`src/rtl/ub_ctrl_pkg.sv`:
```
// Shared types and sizing for the unified-buffer access controller.
package ub_ctrl_pkg;

  localparam int unsigned GROUP    = 4;
  localparam int unsigned UB_DEPTH = 64;

  typedef enum logic [1:0] {
    IDLE     = 2'd0,
    ST_ISSUE = 2'd1,
    LD_ISSUE = 2'd2,
    LD_WAIT  = 2'd3
  } state_t;

  typedef enum logic {
    GNT_STORE = 1'b0,
    GNT_LOAD  = 1'b1
  } grant_t;

endpackage

```
`src/rtl/ub_rr_arbiter.sv`:
```
// Two-way round-robin arbiter between the store and load requesters.
// The grant history only advances when the controller is idle and grants.
module ub_rr_arbiter
  import ub_ctrl_pkg::*;
(
  input  logic clk,
  input  logic reset,
  input  logic st_req_i,
  input  logic ld_req_i,
  input  logic en_i,
  output logic gnt_st_c,
  output logic gnt_ld_c
);

  grant_t last_grant_q;

  // Contention goes to the side that did not win last time
  always_comb begin
    gnt_st_c = 1'b0;
    gnt_ld_c = 1'b0;
    if (en_i) begin
      if (st_req_i && ld_req_i) begin
        if (last_grant_q == GNT_LOAD) gnt_st_c = 1'b1;
        else                          gnt_ld_c = 1'b1;
      end else begin
        gnt_st_c = st_req_i;
        gnt_ld_c = ld_req_i;
      end
    end
  end

  always_ff @(posedge clk or posedge reset) begin
    if (reset) begin
      last_grant_q <= GNT_LOAD;
    end else if (gnt_st_c) begin
      last_grant_q <= GNT_STORE;
    end else if (gnt_ld_c) begin
      last_grant_q <= GNT_LOAD;
    end
  end

endmodule

```
`src/rtl/ub_access_ctrl.sv`:
```
// Serialises store and load accesses to the unified buffer, owns the store
// write pointer and its region wrap. Outputs are registered with the state.
module ub_access_ctrl #(
  parameter int unsigned ADDR_W      = 13,
  parameter int unsigned UB_DEPTH    = ub_ctrl_pkg::UB_DEPTH,
  parameter int unsigned GROUP       = ub_ctrl_pkg::GROUP,
  parameter int unsigned STORE_BASE  = 0,
  parameter int unsigned STORE_LIMIT = 28
) (
  input  logic              clk,
  input  logic              reset,
  input  logic              st_req,
  output logic              st_ack,
  input  logic              ld_req,
  input  logic [ADDR_W-1:0] ld_addr,
  output logic              ld_ack,
  output logic              ld_valid,
  output logic              ld_err,
  input  logic              ptr_clear,
  output logic [ADDR_W-1:0] ub_addr,
  output logic              ub_store,
  output logic              ub_load_input,
  output logic [ADDR_W-1:0] wr_ptr,
  output logic              st_wrapped,
  output logic              busy
);

  import ub_ctrl_pkg::state_t;
  import ub_ctrl_pkg::IDLE;
  import ub_ctrl_pkg::ST_ISSUE;
  import ub_ctrl_pkg::LD_ISSUE;
  import ub_ctrl_pkg::LD_WAIT;

  localparam logic [ADDR_W-1:0] GROUP_A  = ADDR_W'(GROUP);
  localparam logic [ADDR_W-1:0] BASE_A   = ADDR_W'(STORE_BASE);
  localparam logic [ADDR_W-1:0] LIMIT_A  = ADDR_W'(STORE_LIMIT);
  localparam logic [ADDR_W-1:0] LD_MAX_A = ADDR_W'(UB_DEPTH - GROUP);

  state_t            state_q, state_d;
  logic [ADDR_W-1:0] ld_addr_q, ld_addr_d;
  logic [ADDR_W-1:0] wr_ptr_q, wr_ptr_d, wr_ptr_inc;
  logic [ADDR_W-1:0] ub_addr_q, ub_addr_d;
  logic              st_wrapped_q, st_wrapped_d;
  logic              st_ack_q, st_ack_d;
  logic              ld_ack_q, ld_ack_d;
  logic              ld_valid_q, ld_valid_d;
  logic              ld_err_q, ld_err_d;
  logic              ub_store_q, ub_store_d;
  logic              ub_load_q, ub_load_d;
  logic              busy_q, busy_d;
  logic              gnt_st_c, gnt_ld_c;

  ub_rr_arbiter u_arb (
    .clk      (clk),
    .reset    (reset),
    .st_req_i (st_req),
    .ld_req_i (ld_req),
    .en_i     (state_q == IDLE),
    .gnt_st_c (gnt_st_c),
    .gnt_ld_c (gnt_ld_c)
  );

  assign wr_ptr_inc = wr_ptr_q + GROUP_A;

  // Next state plus the output values that belong to the state being entered
  always_comb begin
    state_d      = state_q;
    ld_addr_d    = ld_addr_q;
    wr_ptr_d     = wr_ptr_q;
    st_wrapped_d = st_wrapped_q;
    ub_addr_d    = '0;
    ub_store_d   = 1'b0;
    ub_load_d    = 1'b0;
    st_ack_d     = 1'b0;
    ld_ack_d     = 1'b0;
    ld_valid_d   = 1'b0;
    ld_err_d     = 1'b0;

    case (state_q)
      IDLE: begin
        if (gnt_st_c) begin
          state_d    = ST_ISSUE;
          ub_store_d = 1'b1;
          st_ack_d   = 1'b1;
          ub_addr_d  = ptr_clear ? BASE_A : wr_ptr_q;
        end else if (gnt_ld_c) begin
          state_d   = LD_ISSUE;
          ld_addr_d = ld_addr;
          ld_ack_d  = 1'b1;
          if (ld_addr > LD_MAX_A) begin
            ld_err_d = 1'b1;
          end else begin
            ub_load_d = 1'b1;
            ub_addr_d = ld_addr;
          end
        end
      end
      ST_ISSUE: begin
        state_d = IDLE;
        if (wr_ptr_inc >= LIMIT_A) begin
          wr_ptr_d     = BASE_A;
          st_wrapped_d = 1'b1;
        end else begin
          wr_ptr_d = wr_ptr_inc;
        end
      end
      LD_ISSUE: begin
        if (ld_addr_q > LD_MAX_A) begin
          state_d = IDLE;
        end else begin
          state_d    = LD_WAIT;
          ld_valid_d = 1'b1;
        end
      end
      LD_WAIT: state_d = IDLE;
      default: state_d = IDLE;
    endcase

    // A clear overrides any pointer advance in the same cycle
    if (ptr_clear) begin
      wr_ptr_d     = BASE_A;
      st_wrapped_d = 1'b0;
    end

    busy_d = (state_d != IDLE);
  end

  always_ff @(posedge clk or posedge reset) begin
    if (reset) begin
      state_q      <= IDLE;
      ld_addr_q    <= '0;
      wr_ptr_q     <= BASE_A;
      st_wrapped_q <= 1'b0;
      ub_addr_q    <= '0;
      ub_store_q   <= 1'b0;
      ub_load_q    <= 1'b0;
      st_ack_q     <= 1'b0;
      ld_ack_q     <= 1'b0;
      ld_valid_q   <= 1'b0;
      ld_err_q     <= 1'b0;
      busy_q       <= 1'b0;
    end else begin
      state_q      <= state_d;
      ld_addr_q    <= ld_addr_d;
      wr_ptr_q     <= wr_ptr_d;
      st_wrapped_q <= st_wrapped_d;
      ub_addr_q    <= ub_addr_d;
      ub_store_q   <= ub_store_d;
      ub_load_q    <= ub_load_d;
      st_ack_q     <= st_ack_d;
      ld_ack_q     <= ld_ack_d;
      ld_valid_q   <= ld_valid_d;
      ld_err_q     <= ld_err_d;
      busy_q       <= busy_d;
    end
  end

  assign st_ack        = st_ack_q;
  assign ld_ack        = ld_ack_q;
  assign ld_valid      = ld_valid_q;
  assign ld_err        = ld_err_q;
  assign ub_addr       = ub_addr_q;
  assign ub_store      = ub_store_q;
  assign ub_load_input = ub_load_q;
  assign wr_ptr        = wr_ptr_q;
  assign st_wrapped    = st_wrapped_q;
  assign busy          = busy_q;

endmodule
```
`config.mk`:
```
export PLATFORM = sky130hd
export DESIGN_NAME = ub_access_ctrl
export DESIGN_NICKNAME = d
export VERILOG_FILES = /design/src/rtl/ub_ctrl_pkg.sv /design/src/rtl/ub_rr_arbiter.sv /design/src/rtl/ub_access_ctrl.sv
export SDC_FILE = /design/constraint.sdc
export NUM_CORES = 1
export LEC_CHECK = 0
export ABC_AREA = 1
export BUFFER_PORTS_ARGS = -buffer_cell sky130_fd_sc_hd__buf_2
export CAP_MARGIN = 15
export CORE_UTILIZATION = 33
export DETAILED_ROUTE_END_ITERATION = 12
export GPL_TIMING_DRIVEN = 0
export MAX_ROUTING_LAYER = met4
export PLACE_DENSITY_LB_ADDON = 0.05
export SYNTH_ARGS = -nofsm -noshare
export SYNTH_HDL_FRONTEND = slang
export SYNTH_SLANG_ARGS = --single-unit
```
`constraint.sdc`:
```
create_clock -name clk -period 3.56 [get_ports clk]
set_clock_uncertainty 0.1 [all_clocks]
set_input_delay 0.534 -clock clk [delete_from_list [all_inputs] [get_ports clk]]
set_output_delay 0.534 -clock clk [all_outputs]
set_load 0.02 [all_outputs]
```
==> impl_metrics.yaml <==
logic_synthesis:
  synth.distinct_cells: 26
  ys_warn_count: 0
  synth_cells: 235
  synth-seq-area-share: 0.579
  ys_seq_elements: 47
  netlist_area_um2: 2030
  synth_area_per_cell_um2: 8.66
die:
  core-area_um2: 5920
  start_util: 0.344
  fp-row-count: 28
  dieWidth_um: 80.5
  chipHeight_um: 80.5
  die_area_um2: 6480
  ios: 52
worst_setup_path:
  cp.depth: 10
  r2r_end: "st_wrapped$_DFFE_PP0P_"
  r2r_setup_slack_ns: 1.73
  cp_data_arrival_time_ns: 1.93
  end_kind: "flop"
  crit_type: "flop to flop"
  crit_end: "st_wrapped$_DFFE_PP0P_"
  crit_chain: "ha_1, nand2_1, inv_2, nor2_1, a21oi_1, nand3_1, nor2_1, nand3_2, nand3_1, nand2_1"
  cp.required_ns: 3.67
  cp_slowest_stage_delay_ns: 0.47
  r2r_cells: 10
  crit_fanout: 6
  crit_start: "wr_ptr[2]$_DFFE_PP0P_"
  critical_path_buf_inv_count: 1
  crit_path_top_delay_cell: "dfrtp_1"
  critPathLaunchType: "flop"
  reg2reg_from: "wr_ptr[2]$_DFFE_PP0P_"
  cpLargestDelayFamily: "simple AND/OR/NAND/NOR gates"
sta:
  rsz0062_at_grt: "false"
  max_slew_margin: 0.647
  fin_crit_sh: 0.514
  tightest_slew_ns: 0.529
  setup_slack_ns: 1.73
  timing.fmax_mhz: 547
  setup_violations: 0
  maxSlewViolCount: 0
  setup_tns_ns: 0
  hold_violations: 0
  period_needed_ns: 1.83
layout:
  drive_gt1_frac: 0.241
  antenna_cells: 0
  area_growth_pct: 23.4
  fin_nets: 313
place:
  gp_congestion: 0.773
  hpwl_mm: 3.48
  port_buffers: 49
  pre_cts_slack_ns: 1.76
clock_tree:
  clkSinkCount: 47
  postCtsSetupBuffers: 0
  cts-root-buf: "clkbuf_8"
  clock_latency_ns: 0.31
  cts_hold_buffers: 0
  cts_resized: 0
  cts_tree: "yes"
  ctsLongestPathBuffers: 2
  clkSlewWorstSetupHoldPaths_ns: 0.10
  numCtsBuffers: 5
  htreeDepth: 2
pwr:
  power_leakage_nw: 1.38
  powerDensity_nw_per_um2: 594
  irDropWorstVdd_mv: 0.236
routing:
  via_per_inst: 4.44
  wl_per_cell_um: 12.7
  routed_wl_mm: 4.67
  first_pass_iters: 4
  vias: 1640
  post-route-drc-count: 0
  first_iter_violations: 81
  drtAntennaViolNets: 0
global_routing:
  overflow: 0
  grt_max_degree: 33
  antenna_found_initial: 0
  grt_first_pass_wirelength_mm: 7.66
  grt_pass1_vias: 1521
  track_usage: 0.165
min_path:
  hold_path.class: "input pin to async pin"
run_status:
  run_status: "complete, no violations"
run:
  drv_cap: 0
[stage by stage]
stage / total power (W) / instance area (µm²) / util / hold WS (ns) / instances
global placement: 0.00110 / 2380 / 0.402 / 0.363 / 360
global route: 0.00159 / 2510 / 0.424 / 0.121 / 369
CTS: 0.00151 / 2510 / 0.424 / 0.101 / 369
floorplan: 0.000976 / 2040 / - / 0.350 / 236
detailed placement: 0.00111 / 2400 / 0.405 / 0.363 / 361
finish: 0.00149 / 2510 / 0.424 / 0.0909 / 369
[power breakdown]
group | leakage (nW) | internal, W | switching, W
clock network | 0.0581 | 0.000209 | 0.000191
logic | 0.703 | 0.000125 | 0.000235
registers | 0.622 | 0.000654 | 0.0000748
[layout make-up]
class | count | area (µm²)
Buffer | 7 | 37.5
Clock buffer | 5 | 68.8
Clock inverter | 3 | 43.8
Fill cell | 605 | 3410
Inverter | 40 | 150
Multi-Input combinational cell | 142 | 673
Sequential cell | 47 | 1180
Tap cell | 75 | 93.8
Timing Repair Buffer | 50 | 265
[worst register-to-register path, stage by stage, from the launching register on]
cell     delay (ns)
dfrtp_1        0.47
ha_1           0.27
nand2_1        0.10
inv_2          0.13
nor2_1         0.07
a21oi_1        0.11
nand3_1        0.08
nor2_1         0.11
nand3_2        0.13
nand3_1        0.10
nand2_1        0.05
[metal layers]
| layer | GRT usage | part of all wire | routed length, µm | vias to the layer above |
|---|---|---|---|---|
| li1 | - | - | - | 845 |
| met1 | 0.234 | 0.52 | 2430 | 750 |
| met2 | 0.227 | 0.42 | 1950 | 39 |
| met3 | 0.0398 | 0.047 | 219 | 6 |
| met4 | 0.0589 | 0.016 | 74 | 0 |
| met5 | - | 0 | 0 | - |
[placed cells by master (no fill, tap or decap)]
cell       synthesis  layout
nand3_2            2       2
a21oi_2            1       1
clkbuf_8           0       5
conb_1             1       2
nand2_2            1       1
ha_1               2       2
o21bai_1           3       3
a21oi_1            2       2
buf_2              0      49
clkinv_2           0       1
o21ai_1            1       1
or2_2              1       1
bufinv_16          0       1
o22ai_1            6       6
clkbuf_1           4       4
buf_12             0       1
inv_2              1       2
and2_1             1       1
xor2_1             1       1
nor3_1             5       5
dfstp_2            1       1
nand4_1            4       4
nand2_1           48      48
nand3_1           15      15
nor4_1             1       1
o21ai_0           16      16
clkinv_4           0       1
dfrtp_1           46      46
buf_4              3       3
inv_1             39      38
nor2_1            28      28
nor2_2             2       2
[sequential cells by signal (all words and copies together) (netlist names)]
signal	flops
busy	1
ld_ack	1
ld_addr_q	13
ld_err	1
ld_valid	1
st_wrapped	1
state_q	2
u_arb.last_grant_q	1
ub_addr	13
ub_load_input	1
ub_store	1
wr_ptr	11
[cell families (layout without fill, tap and decap cells)]
| logic type | Yosys count | after routing | synth area share |
|---|---|---|---|
| other cells | 1 | 2 | 0.00184 |
| simple gates | 108 | 108 | 0.230 |
| fa+ha+maj | 2 | 2 | 0.0123 |
| buf+inv | 47 | 105 | 0.0922 |
| xor+xnor | 1 | 1 | 0.00431 |
| compound gates | 29 | 29 | 0.0806 |
| flops | 47 | 47 | 0.579 |
[Yosys cell counts]
library cell / number / area (µm²)
nand2_1: 48 / 180
dfrtp_1: 46 / 1150
inv_1: 39 / 146
nor2_1: 28 / 105
o21ai_0: 16 / 80.1
nand3_1: 15 / 75.1
o22ai_1: 6 / 37.5
nor3_1: 5 / 25.0
clkbuf_1: 4 / 15.0
nand4_1: 4 / 25.0
buf_4: 3 / 22.5
o21bai_1: 3 / 22.5
a21oi_1: 2 / 10.0
ha_1: 2 / 25.0
nand3_2: 2 / 20.0
nor2_2: 2 / 12.5
a21oi_2: 1 / 8.76
and2_1: 1 / 6.26
conb_1: 1 / 3.75
dfstp_2: 1 / 26.3
inv_2: 1 / 3.75
nand2_2: 1 / 6.26
nor4_1: 1 / 6.26
o21ai_1: 1 / 5.00
or2_2: 1 / 6.26
xor2_1: 1 / 8.76
[how the worst min path moves through the flow]
stage	cells past startpoint	to	from
4_1_cts	2	ld_addr_q[8]$_DFFE_PP0P_	reset
6_report	2	ld_addr_q[8]$_DFFE_PP0P_	reset
5_1_grt	2	ld_addr_q[8]$_DFFE_PP0P_	reset
3_5_place_dp	2	u_arb.last_grant_q$_DFFE_PP1P_	u_arb.last_grant_q$_DFFE_PP1P_
3_3_place_gp	2	u_arb.last_grant_q$_DFFE_PP1P_	u_arb.last_grant_q$_DFFE_PP1P_
2_1_floorplan	2	u_arb.last_grant_q$_DFFE_PP1P_	u_arb.last_grant_q$_DFFE_PP1P_
Note: power is estimated with default switching activity, not from simulation.
